$ cat src/rtl/wb_stage.sv
// Writeback stage: M->W pipeline register, load lane extract/extend, result mux
// and retired-instruction counter.
module wb_stage #(
   parameter int unsigned DATA_WIDTH = 32
) (
   input  logic                  clk,
   input  logic                  rst,
   input  logic                  EnW,
   input  logic                  FlushW,
   input  logic                  ValidM,
   input  logic                  RegWriteM,
   input  logic [1:0]            ResultSrcM,
   input  logic [2:0]            funct3M,
   input  logic [4:0]            RdM,
   input  logic [DATA_WIDTH-1:0] ALUResultM,
   input  logic [DATA_WIDTH-1:0] ReadDataM,
   input  logic [DATA_WIDTH-1:0] PCPlus4M,
   output logic                  RegWriteW,
   output logic [4:0]            RdW,
   output logic [DATA_WIDTH-1:0] ResultW,
   output logic                  ValidW,
   output logic [31:0]           RetireCount
);

   localparam int unsigned CNT_W = 32;

   logic                  r_valid;
   logic                  r_regwrite;
   logic [1:0]            r_resultsrc;
   logic [2:0]            r_funct3;
   logic [4:0]            r_rd;
   logic [DATA_WIDTH-1:0] r_alu;
   logic [DATA_WIDTH-1:0] r_rdata;
   logic [DATA_WIDTH-1:0] r_pc4;
   logic [CNT_W-1:0]      r_retire;

   logic [7:0]            w_byte;
   logic [15:0]           w_half;
   logic [DATA_WIDTH-1:0] w_result;

   // Pipeline register; a flush only kills valid/regwrite, data may go stale.
   always_ff @(posedge clk or posedge rst) begin
      if (rst) begin
         r_valid     <= 1'b0;
         r_regwrite  <= 1'b0;
         r_resultsrc <= 2'b00;
         r_funct3    <= 3'b000;
         r_rd        <= 5'd0;
         r_alu       <= '0;
         r_rdata     <= '0;
         r_pc4       <= '0;
         r_retire    <= '0;
      end else begin
         if (r_valid && EnW && !FlushW) begin
            r_retire <= r_retire + CNT_W'(1);
         end
         if (FlushW) begin
            r_valid    <= 1'b0;
            r_regwrite <= 1'b0;
         end else if (EnW) begin
            r_valid     <= ValidM;
            r_regwrite  <= RegWriteM;
            r_resultsrc <= ResultSrcM;
            r_funct3    <= funct3M;
            r_rd        <= RdM;
            r_alu       <= ALUResultM;
            r_rdata     <= ReadDataM;
            r_pc4       <= PCPlus4M;
         end
      end
   end

   // Load lane select from the low address bits held in W.
   always_comb begin
      w_byte = r_rdata[7:0];
      case (r_alu[1:0])
         2'd1:    w_byte = r_rdata[15:8];
         2'd2:    w_byte = r_rdata[23:16];
         2'd3:    w_byte = r_rdata[31:24];
         default: w_byte = r_rdata[7:0];
      endcase
      w_half = r_alu[1] ? r_rdata[31:16] : r_rdata[15:0];
   end

   always_comb begin
      w_result = r_alu;
      case (r_resultsrc)
         2'b01: begin
            case (r_funct3)
               3'b000:  w_result = {{(DATA_WIDTH-8){w_byte[7]}}, w_byte};
               3'b001:  w_result = {{(DATA_WIDTH-16){w_half[15]}}, w_half};
               3'b100:  w_result = {{(DATA_WIDTH-8){1'b0}}, w_byte};
               3'b101:  w_result = {{(DATA_WIDTH-16){1'b0}}, w_half};
               default: w_result = r_rdata;
            endcase
         end
         2'b10:   w_result = r_pc4;
         default: w_result = r_alu;
      endcase
   end

   assign ValidW      = r_valid;
   assign RegWriteW   = r_regwrite & r_valid & (r_rd != 5'd0);
   assign RdW         = r_rd;
   assign ResultW     = w_result;
   assign RetireCount = r_retire;

endmodule

$ cat config.mk
export PLATFORM = sky130hd
export DESIGN_NAME = wb_stage
export DESIGN_NICKNAME = d
export VERILOG_FILES = /design/src/rtl/wb_stage.sv
export SDC_FILE = /design/constraint.sdc
export NUM_CORES = 1
export LEC_CHECK = 0
export BUFFER_PORTS_ARGS = -buffer_cell sky130_fd_sc_hd__buf_2
export CAP_MARGIN = 30
export CORE_MARGIN = 5
export CORE_UTILIZATION = 45
export DETAILED_ROUTE_END_ITERATION = 12
export PLACE_DENSITY = 0.67
export SLEW_MARGIN = 25
export SYNTH_ARGS = -nofsm -noshare
export SYNTH_HDL_FRONTEND = slang
export SYNTH_SLANG_ARGS = --single-unit
export TNS_END_PERCENT = 5
$ cat constraint.sdc
create_clock -name clk -period 7.7 [get_ports clk]
set_input_delay 1.54 -clock clk [delete_from_list [all_inputs] [get_ports clk]]
set_output_delay 1.54 -clock clk [all_outputs]
set_load 0.02 [all_outputs]
; ---- Yosys cells after proc, flatten, opt, wreduce, memory -nomap -nowiden
; Cells that the tools add are included.
; W data, S select, Z words.
[word_totals]
regBits = 140
inputBits = 112
output_inout_bits = 71
elab_cells = 36
[classes]
n_addsub = 1
n_eq_ne = 8
n_mux = 8
bitwise = 3
n_reduce_logical = 7
[op_table]
columns = cell, n
row1 = $pmux W32 S4, 1
row2 = $pmux W32 S2, 1
row3 = $add A32 B1 Y32 const B, 1
row4 = $pmux W8 S3, 1
row5 = $mux W16, 1
row6 = $eq A2 B2 Y1 const B, 3
row7 = $eq A3 B3 Y1 const B, 2
row8 = $reduce_bool A5 Y1, 1
row9 = $eq A2 B1 Y1 const B, 2
row10 = $mux W1, 4
row11 = $eq A3 B1 Y1 const B, 1
row12 = $logic_not A3 Y1, 1
row13 = $and A1 B1 Y1, 2
row14 = $logic_and A1 B1 Y1, 2
row15 = $reduce_and A2 Y1, 1
row16 = $reduce_bool A2 Y1, 1
row17 = $logic_not A1 Y1, 1
row18 = $not A1 Y1, 1

; ---- Depth between registers and ports, before layout
; Gate-level depths: netlist (run 1).
[depth]
ltp_word = 4
ltp_mapped = 7

; ---- Worst setup path before layout (run 1)
; No wires, ideal clock.
[synth_timing]
kind = reg-to-output
start = register r_resultsrc[0]
end = output ResultW[16]
arrival_ns = 1.819
setup_slack_ns = 4.341
path_stages_with_launch = 7
path_buffers = 1
cell_sequence = dfrtp_1 > inv_1 > ha_1 > nor2b_1 > clkbuf_1 > o21ai_0 > o21ai_0
[synth_between]
elab_chain_cells = 2
[synth_rtl]
columns = item, line
row1 = from (decl), 29  ; logic [1:0] r_resultsrc;
row2 = from (signal assigned), 63  ; r_resultsrc <= ResultSrcM;
row3 = $eq A2 B2 Y1 / $eq A2 B1 Y1 (equally long branches), 87  ; case (r_resultsrc)
row4 = $pmux W32 S2 *, 87
row5 = to (decl), 20  ; output logic [DATA_WIDTH-1:0] ResultW,
; Mark *: on every way between the ends. The rest lies on a longest branch, timed or not.

; ---- Worst setup path in the final report (run 1)
[layout_timing]
start = register r_alu[1]
end = output ResultW[13]
[layout_between]
elab_chain_cells = 4
[layout_rtl]
columns = item, line
row1 = from (decl), 32  ; logic [DATA_WIDTH-1:0] r_alu;
row2 = from (signal assigned), 66  ; r_alu <= ALUResultM;
row3 = $eq A2 B2 Y1 / $eq A2 B1 Y1 (equally long branches), 76  ; case (r_alu[1:0])
row4 = $pmux W8 S3, 76
row5 = $pmux W32 S4 *, 89  ; case (r_funct3)
row6 = $pmux W32 S2 *, 87
; Marked as above.

==> results of run 1 <==
per-stage QoR:
step	util	power (W)	hold slack, ps	cell area (um^2)
2_1_floorplan	-	0.001223	473.3	6809
3_3_place_gp	0.5194	0.001389	456.3	7807
3_5_place_dp	0.5228	0.001411	464.4	7859
4_1_cts	0.5665	0.002325	473.3	8516
5_1_grt	0.5666	0.002413	495.8	8518
6_report	0.5668	0.002310	465.2	8521
worst max path at each step:
stage	end
2_1_floorplan	RdW[0]$_DFFE_PP0P_
3_3_place_gp	ResultW[14]
3_5_place_dp	ResultW[13]
4_1_cts	ResultW[13]
5_1_grt	ResultW[10]
6_report	ResultW[13]
report_power, final:
| part | leakage [nW] | internal, W | switching, W | total [W] |
|---|---|---|---|---|
| registers | 1.72 | 0.000826 | 0.0000763 | 0.000902 |
| clock network | 0.313 | 0.000584 | 0.000327 | 0.000911 |
| logic | 1.96 | 0.000205 | 0.000292 | 0.000497 |
synth_stat cells, types with 2 or more instances:
cell / number
and3b_1: 8
and3_1: 3
dfrtp_1: 140
clkbuf_1: 16
a21oi_1: 25
buf_4: 8
o21ai_0: 48
nor3_2: 6
o22ai_1: 7
buf_2: 9
nand2_1: 62
and2_1: 2
xnor2_1: 17
nand2b_1: 3
or3_1: 7
a211o_1: 6
nor4_4: 2
nand3_1: 13
nor2_1: 25
xor2_1: 14
o221ai_1: 14
nor2b_1: 2
and4_1: 4
mux2_2: 101
nand4_1: 6
nor4_2: 4
inv_1: 8
mux2i_1: 9
nand4_2: 2
ha_1: 3
sequential cells by signal (all words and copies together), names as in the netlist:
| name | cells |
|---|---|
| r_alu | 32 |
| r_funct3 | 3 |
| RdW | 5 |
| r_resultsrc | 2 |
| ValidW | 1 |
| RetireCount | 32 |
| r_pc4 | 32 |
| r_rdata | 32 |
| r_regwrite | 1 |
logic make-up after synthesis:
family,Yosys count,synth area share
AOI/OAI and AO/OA,106,0.09537
and+or+nand+nor,157,0.1323
muxes,110,0.1803
xor gates and xnor gates,31,0.03987
DFF,140,0.5145
buffers and inverters,45,0.03216
adders and majority gates,3,0.005513
routing by layer:
metal | part of all wire | track usage
met1 | 0.44 | 0.2840
met2 | 0.47 | 0.3315
met3 | 0.072 | 0.06274
met4 | 0.017 | 0.06813
met5 | 0.00070 | 0
area by class of cell:
cell class	instances	area [um^2]
Timing Repair Buffer	187	984.7
Inverter	9	38.79
Antenna cell	2	5.005
Tap cell	188	235.2
Multi-Input combinational cell	407	3097
Sequential cell	140	3503
Clock buffer	18	439.2
Clock inverter	14	217.7
Fill cell	1291	6513
==> results.md, run 1 <==
* Most frequent cells in the layout: buf_2 (182), dfrtp_1 (140), mux2_2 (101)
* Drt total wl at 18590 um
* Rel. slew slack at 0.4297
* Total iterations of the first detailed-routing run at 5
* Leakage at 3.992 nW
* Share of cells above drive strength 1 at 0.4439
* Maximum vdd ir drop at 167.7 uV
* Crit path capture type: output port
* #FFs+latches synth at 140
* Post-CTS Hold Fix Bufs at 0
* Core Box Area at 15030 um^2
* Mapped Area at 6809 um^2
* Setup slack after layout at 3449 ps
* Worst setup path category: reg2out
* Postcts setup bufs at 0
* Minimum clock period at 4251 ps
* Final hold vios at 0
* Commonest non-fill, non-tap cell in the layout: buf_2
* Total Neg Setup Slack at 0 ps
* Starting Density at 0.4529
* Worst reg2reg path endpoint: RetireCount[27]$_DFFE_PP0P_
* Syn Area/Cell at 11.50 um^2
* Clk slew on worst S/H paths at 70 ps
* Hold EP: RetireCount[31]$_DFFE_PP0P_
* Chip height at 133.0 um
* Drt initial violations at 267
* FMAX at 235.2 MHz
* Worst EP required at 6160 ps
* Area contributors post-synth: dfrtp_1 (51%), mux2_2 (17%), o21ai_0 (3.5%), nand2_1 (3.4%), xnor2_1 (2.2%)
* Row cnt at 45
* Syn nets at 707
* Initial antenna violation count at 2
* Avg WL per Cell at 19.27 um
* Top cell type by total area after synthesis: dfrtp_1
* Post-cts repair resize count at 0
* Number of remaining DRC errors at 0
* Total GRT Usage at 0.2120
* Reg-to-reg startpoint: RetireCount[11]$_DFFE_PP0P_
* PD cells at 271.1 nW/um^2
* First-pass GRT wire length at 29320 um
* Final setup vio count at 0
* Worst path max stage delay at 660 ps
* Synth top area share at 0.5145
* Max clock buf depth at 2
* R2R setup slack at 6000 ps
* Final Skew at 7.450 ps
* Die area at 17690 um^2
* Critical path launch point: r_alu[1]$_DFFE_PP0P_
* Via count at 5265
* Ys flop type: dfrtp_1
* Status: complete, no violations
* GRT Residual Overflow at 0
* H-tree Lvls at 4
* DR vias/cell at 5.456
* FFs w/ async S/R, synth at 1.000
* Final RePlAce weighted congestion at 0.8788
* Worst path bufs/invs at 2
* Die X at 133.0 um
* Final Non-Filler Cells at 965
* Worst Path Arrival at 2710 ps
* Pre-CTS WS at 3946 ps
* Syn Inst Count at 592
* Hold Crit Start: RetireCount[31]$_DFFE_PP0P_
* Yosys warns at 0
* Slew Viols, Final at 0
* CTS tree: yes
* Cell family with most CP delay: compound AO/OA/AOI/OAI gates
* Placed Cells at 931
* Port Buf Inserts at 182
* Reg2reg path depth at 4
* Cts bufs inserted at 17
* Count of cell types in the netlist at 48
* Layout net count at 877
* Hold Crit Depth at 1
* Antenna viol nets, final at 0
* Critical path peak fanout at 14
* Period utilisation layout at 0.5521
* Clock Tree Root: clkbuf_16
* Sequential area share after synthesis at 0.5145
* Worst-Skew Late Latency at 430 ps
* Post-DP HPWL at 13310 um
* Critical path cell sequence: clkinv_1 > a21oi_1 > o22ai_1 > o221ai_1 > buf_2
* RSZ-0062 raised after global routing: no
* Tightest Pin Transition at 855.4 ps
* Crit start category: flop
* Hold Path Class: reg2reg
* Slowest-stage cell, CP: dfrtp_1
* Area grow syn2layout at 25.14%
* Crit. path cell count at 5
* Pin count of the biggest net entering global routing at 86
* Num ports at 183
* Post-synth EDFFs at 0
* CTS Sinks at 140
* Max-cap violations at 0
* Vias in the first global route at 5411
(Power assumes the default switching activity.)
==> run 2: changes to the inputs <==
--- a/config.mk
+++ b/config.mk
@@ -5,12 +5,13 @@
 export SDC_FILE = /design/constraint.sdc
 export NUM_CORES = 1
 export LEC_CHECK = 0
+export ABC_AREA = 1
 export BUFFER_PORTS_ARGS = -buffer_cell sky130_fd_sc_hd__buf_2
 export CAP_MARGIN = 30
 export CORE_MARGIN = 5
 export CORE_UTILIZATION = 45
 export DETAILED_ROUTE_END_ITERATION = 12
-export PLACE_DENSITY = 0.67
+export PLACE_DENSITY = 0.69
 export SLEW_MARGIN = 25
 export SYNTH_ARGS = -nofsm -noshare
 export SYNTH_HDL_FRONTEND = slang
==> constraint.sdc (replaced) <==
create_clock -name clk -period 3.76 [get_ports clk]
set_input_delay 0.752 -clock clk [delete_from_list [all_inputs] [get_ports clk]]
set_output_delay 0.752 -clock clk [all_outputs]
set_load 0.02 [all_outputs]
==> run 2 against run 1 <==
Against the previous run: clock skew decreased by 1.4 ps; sequential cell count stayed put; sequential power increased by 100%; highest routed layer unchanged; global-route usage increased by 1.7 points; register-to-register slack got worse by 3800 ps; die area is 4.7% higher; largest power group is now sequential cells; final cell count rose by 25%; critical path type unchanged; hold slack better by 25 ps; total power increased by 98%; core utilization decreased by 0.44 points; synthesized cell count rose by 36%; synthesized area grew 5.1%.
==> results.md, run 2 <==
* Crit start category: flop
* Layout net count at 1096 (+25%)
* Number of remaining DRC errors at 0 (unchanged)
* Top cell type by total area after synthesis: dfrtp_1
* Yosys warns at 0 (unchanged)
* First-pass GRT wire length at 32690 um (+11%)
* Port Buf Inserts at 182 (unchanged)
* Final setup vio count at 0 (unchanged)
* Vias in the first global route at 6244 (+15%)
* FFs w/ async S/R, synth at 1.000 (unchanged)
* Max-cap violations at 0 (unchanged)
* Post-DP HPWL at 15120 um (+14%)
* Hold EP: r_pc4[30]$_DFFE_PP0P_
* Ys flop type: dfrtp_1
* Period utilisation layout at 0.8691
* Total iterations of the first detailed-routing run at 5 (unchanged)
* Tightest Pin Transition at 827.9 ps (-27.58 ps)
* Leakage at 4.303 nW (+7.8%)
* Die area at 18520 um^2 (+4.7%)
* Synth top area share at 0.4898 (-0.02475)
* Pin count of the biggest net entering global routing at 141 (+64%)
* R2R setup slack at 2160 ps (-3840 ps)
* Area grow syn2layout at 23.54%
* Via count at 6243 (+19%)
* Most common cell in the netlist: dfrtp_1
* FMAX at 306.0 MHz
* Hold Crit Depth at 1 (unchanged)
* Syn Area/Cell at 8.864 um^2 (-23%)
* Cts bufs inserted at 17 (unchanged)
* Worst setup path category: reg2out
* Antenna viol nets, final at 0 (unchanged)
* Fill cells at 1471 (+14%)
* Rel. slew slack at 0.4481 (+0.01839)
* Clk slew on worst S/H paths at 60 ps (about the same)
* Mapped Area at 7153 um^2 (+5.1%)
* Avg WL per Cell at 16.99 um (-12%)
* Core Box Area at 15710 um^2 (+4.5%)
* Post-synth EDFFs at 0 (unchanged)
* Total Neg Setup Slack at 0 ps (unchanged)
* Num ports at 183 (unchanged)
* Max clock buf depth at 2 (unchanged)
* Critical path peak fanout at 30 (+16)
* PD cells at 516.8 nW/um^2 (+91%)
* Clock Tree Root: clkbuf_16
* Worst Path Arrival at 2520 ps (-190 ps)
* Worst-Skew Late Latency at 410 ps (-20 ps)
* Hold Crit Start: r_pc4[30]$_DFFE_PP0P_
* Area contributors post-synth: dfrtp_1 (49%), a21oi_1 (8.8%), nand2_1 (7.1%), mux2_2 (6.6%), nor2_1 (5.8%)
* Most common library cells after synthesis: dfrtp_1 (140), nand2_1 (136), a21oi_1 (126)
* Maximum vdd ir drop at 448.6 uV (+170%)
* Most frequent cells in the layout: buf_2 (182), dfrtp_1 (140), nand2_1 (136)
* Commonest non-fill, non-tap cell in the layout: buf_2
* Die X at 136.1 um (+2.3%)
* Post-layout util at 0.5624 (-0.004362)
* Final Skew at 6.097 ps (-1.353 ps)
* Total power at 0.004567 W (+98%)
* Minimum clock period at 3268 ps
* Syn Inst Count at 807 (+36%)
* DR vias/cell at 5.155 (-5.5%)
* Drt total wl at 20570 um (+11%)
* Total GRT Usage at 0.2289 (+0.01699)
* Crit path capture type: output port
* Post-cts repair resize count at 0 (unchanged)
* Starting Density at 0.4552 (+0.002314)
* Worst reg2reg path endpoint: RetireCount[30]$_DFFE_PP0P_
* #FFs+latches synth at 140 (unchanged)
* Count of cell types in the netlist at 35 (-27%)
* Status: complete, no violations
* Slew Viols, Final at 0 (unchanged)
* WHS at 490.0 ps (+24.75 ps)
* Reg2reg path depth at 8 (+4)
* Hold Path Class: reg2reg
* Flip-flop and latch area at 3503 um^2 (unchanged)
* CTS tree: yes
* Share of cells above drive strength 1 at 0.2897 (-0.1541)
* Multi-input combinational cell area at 3198 um^2 (+3.3%)
* Initial antenna violation count at 2 (unchanged)
* Syn nets at 922 (+30%)
* Critical path launch point: r_alu[1]$_DFFE_PP0P_
* H-tree Lvls at 4 (unchanged)
* Drt initial violations at 317 (+19%)
* Chip height at 136.1 um (+2.3%)
* Post-CTS Hold Fix Bufs at 0 (unchanged)
* Reg-to-reg startpoint: RetireCount[0]$_DFFE_PP0P_
* Final hold vios at 0 (unchanged)
* RSZ-0062 raised after global routing: no
* GRT Residual Overflow at 0 (unchanged)
* Worst EP required at 3010 ps (-3150 ps)
* Final RePlAce weighted congestion at 0.8718 (-0.80%)
* Row cnt at 46 (+2.2%)
* Sequential area share after synthesis at 0.4898 (-0.02475)
* CTS Sinks at 140 (unchanged)
* Postcts setup bufs at 0 (unchanged)
==> run 2: cell types whose count changed in the layout (fill, tap and decap cells not counted), moves of 27 or more <==
| cell | change |
|---|---|
| a21oi_1 | +101 |
| inv_1 | +57 |
| mux2_1 | +30 |
| mux2_2 | -59 |
| nand2_1 | +74 |
| nor2_1 | +86 |
| o21ai_0 | -27 |
==> run 2: worst max-delay path: stages (launching register included) <==
cell	delay [ps]
dfrtp_1	880
inv_1	230
nand2_1	150
nand2_1	90
a21oi_2	200
nand2_4	200
nand2_1	120
a21oi_1	70
buf_2	160
==> run 2: power breakdown <==
part	total (W)	leakage [nW]	internal [W]	switching, W
Sequential	0.00180	1.67	0.00169	0.000116
Clock	0.00163	0.278	0.000994	0.000633
Combinational	0.00114	2.35	0.000410	0.000728
Total	0.00457	4.30	0.00309	0.00148
==> run 2: worst max path at each step <==
stage,slack [ps],cells past startpoint,to
floorplan,1260,1,RdW[0]$_DFFE_PP0P_
detailed placement,950,8,ResultW[30]
global placement,1020,8,ResultW[19]
finish,490,8,ResultW[24]
CTS,500,8,ResultW[30]
global route,250,8,ResultW[30]
==> run 2: layout make-up <==
class | count | share of cell area
sequential | 140 | 0.3964
multi-input combinational | 562 | 0.3619
timing repair buffer | 192 | 0.1167
clock buffer | 22 | 0.05139
tap | 216 | 0.03058
inverter | 68 | 0.02945
clock inverter | 10 | 0.01331
antenna | 1 | 0.0002832
==> run 2: layer usage <==
layer	wire, um	global-route usage	vias to the layer above
met4	306	0.06663	4
met2	9802	0.3745	202
li1	-	-	3007
met5	23	0	-
met1	9100	0.3039	3007
met3	1338	0.05514	23
==> run 2: cells by family after synthesis <==
family | after synthesis | share of synthesized area
adder cells (fa/ha/maj) | 3 | 0.005248
flip-flops | 140 | 0.4898
AND/OR/NAND/NOR | 313 | 0.1936
buffers and inverters | 105 | 0.06384
multiplexers | 72 | 0.1133
AO/OA/AOI/OAI | 157 | 0.1133
XOR/XNOR | 17 | 0.02081
==> run 2: stage by stage <==
stage	area [um^2]	worst slack [ps]	cells
after floorplan	7157	1259	807
after global placement	8248	1018	1177
after detailed placement	8263	953.3	1178
after CTS	8835	502.9	1210
after global routing	8835	250.7	1210
final	8837	492.1	1211
==> run 3: changes to the inputs <==
--- a/config.mk
+++ b/config.mk
@@ -11,6 +11,7 @@
 export CORE_MARGIN = 5
 export CORE_UTILIZATION = 45
 export DETAILED_ROUTE_END_ITERATION = 12
+export MAX_ROUTING_LAYER = met4
 export PLACE_DENSITY = 0.69
 export SLEW_MARGIN = 25
 export SYNTH_ARGS = -nofsm -noshare
==> run 3 against run 2 <==
Against the previous run: wire length is 0.33% lower; design area is 0.35% higher; die area stayed put; largest power group unchanged; global-route usage is 0.67 points higher; first-iteration DRC count is 56% higher; final cell count is 0.33% higher; largest cell class unchanged; critical path type unchanged; non-clock buffer count is 2 higher; register-to-register slack worse by 60 ps; sequential cell count stayed put; via count is 0.35% lower; clock power is 4% higher; clock-buffer cell count is 1 higher; highest routed layer is now met4.
==> results.md, run 3 (synthesis results as in run 2) <==
* Pin count of the biggest net entering global routing at 58 (-59%)
* Total power at 0.004640 W (+1.6%)
* Critical path peak fanout at 30 (unchanged)
* Reg2reg path depth at 8 (unchanged)
* Final hold vios at 0 (unchanged)
* Worst reg2reg path endpoint: RetireCount[30]$_DFFE_PP0P_
* Total iterations of the first detailed-routing run at 7 (+2)
* Leakage at 4.326 nW (+0.55%)
* Area grow syn2layout at 23.98%
* Total Neg Setup Slack at 0 ps (unchanged)
* DR vias/cell at 5.120 (-0.68%)
* Reg-to-reg startpoint: RetireCount[0]$_DFFE_PP0P_
* Drt initial violations at 496 (+56%)
* Hold Crit Depth at 1 (unchanged)
* Minimum clock period at 3294 ps (+25.59 ps)
* FMAX at 303.6 MHz (-0.78%)
* First-pass GRT wire length at 32930 um (+0.76%)
* Status: complete, no violations
* Core Box Area at 15710 um^2 (unchanged)
* Slew Viols, Final at 0 (unchanged)
* Starting Density at 0.4552 (unchanged)
* Drt total wl at 20500 um (-0.33%)
* Final instance area at 8869 um^2 (+0.35%)
* Post-cts repair resize count at 0 (unchanged)
* Hold Crit Start: r_pc4[30]$_DFFE_PP0P_
* Hold EP: r_pc4[30]$_DFFE_PP0P_
* Period utilisation layout at 0.8759 (+0.006805)
* Port Buf Inserts at 182 (unchanged)
* Commonest non-fill, non-tap cell in the layout: buf_2
* Avg WL per Cell at 16.87 um (-0.66%)
* Share of cells above drive strength 1 at 0.2915 (+0.001719)
* Worst setup path category: reg2out
* Die X at 136.1 um (unchanged)
* PD cells at 523.2 nW/um^2 (+1.2%)
* Vias in the first global route at 6320 (+1.2%)
* Via count at 6221 (-0.35%)
* Max clock buf depth at 2 (unchanged)
* Max-cap violations at 0 (unchanged)
* Crit path capture type: output port
* Row cnt at 46 (unchanged)
* Worst-Skew Late Latency at 410 ps (about the same)
* Initial antenna violation count at 4 (+2)
* Clock Tree Root: clkbuf_16
* Final Skew at 6.097 ps (+0.0001100 ps)
* Total GRT Usage at 0.2356 (+0.006698)
* Num ports at 183 (unchanged)
* GRT Residual Overflow at 0 (unchanged)
* Final setup vio count at 0 (unchanged)
* Postcts setup bufs at 0 (unchanged)
* Final RePlAce weighted congestion at 0.8723 (about the same)
* Hold Path Class: reg2reg
* Die area at 18520 um^2 (unchanged)
* Tightest Pin Transition at 838.9 ps (+11.00 ps)
* CTS tree: yes
* Number of remaining DRC errors at 0 (unchanged)
* R2R setup slack at 2100 ps (-60 ps)
* Worst EP required at 3010 ps (about the same)
* RSZ-0062 raised after global routing: no
* Clk slew on worst S/H paths at 60 ps (about the same)
* Chip height at 136.1 um (unchanged)
* Post-CTS Hold Fix Bufs at 0 (unchanged)
* Antenna viol nets, final at 0 (unchanged)
* Crit start category: flop
* Rel. slew slack at 0.4408 (-0.007336)
* Maximum vdd ir drop at 325.9 uV (-27%)
* Most frequent cells in the layout: buf_2 (182), dfrtp_1 (140), nand2_1 (136)
* Post-DP HPWL at 15250 um (+0.89%)
* Cts bufs inserted at 17 (unchanged)
* Post-placement cell area at 8250 um^2 (-0.15%)
* H-tree Lvls at 4 (unchanged)
* CTS Sinks at 140 (unchanged)
* Worst Path Arrival at 2540 ps (+20 ps)
* Layout net count at 1098 (+0.18%)
-- run 3: metal layers --
metal	routed length, um	GRT usage
met1	9205	0.3094
met2	9337	0.3594
met3	1414	0.05255
met4	546	0.08735
met5	0	-
-- run 3: through the flow --
stage | hold WS [ps] | setup slack [ps] | utilization | instances
floorplan | 457.7 | 1259 | - | 807
global placement | 474.8 | 968.3 | 0.5238 | 1178
detailed placement | 481.3 | 909.1 | 0.5251 | 1179
CTS | 493.9 | 458.2 | 0.5628 | 1210
global route | 501.1 | 197.8 | 0.5644 | 1215
finish | 491.7 | 466.5 | 0.5644 | 1215
-- run 3: worst max-delay path by stage --
stage / from / endpoint / cells after the start
3_3_place_gp: r_alu[1]$_DFFE_PP0P_ / ResultW[19] / 8
4_1_cts: r_alu[1]$_DFFE_PP0P_ / ResultW[23] / 8
6_report: r_alu[1]$_DFFE_PP0P_ / ResultW[23] / 8
3_5_place_dp: r_alu[1]$_DFFE_PP0P_ / ResultW[23] / 8
5_1_grt: r_alu[1]$_DFFE_PP0P_ / ResultW[21] / 8
2_1_floorplan: rst / RdW[0]$_DFFE_PP0P_ / 1
-- run 3: power by group --
part / switching (W) / internal [W]
registers: 0.000119 / 0.00169
logic: 0.000722 / 0.000410
clock network: 0.000617 / 0.00109
total: 0.00146 / 0.00318
-- run 3: cell type report --
class | count | area (um^2)
fillers | 1445 | 6844
clock buffers | 23 | 478.0
clock inverters | 8 | 115.1
well taps | 216 | 270.3
diodes | 4 | 10.01
multi-input cells | 562 | 3198
flip-flops and latches | 140 | 3503
repair buffers | 194 | 1033
inverters | 68 | 260.3
-- run 3: worst max-delay path, stage by stage, from the launching register on --
cell	delay [ps]
dfrtp_1	890
inv_1	230
nand2_1	140
nand3_1	150
nand3_4	180
nand2_4	180
nand2_1	120
a21oi_1	70
buf_2	160
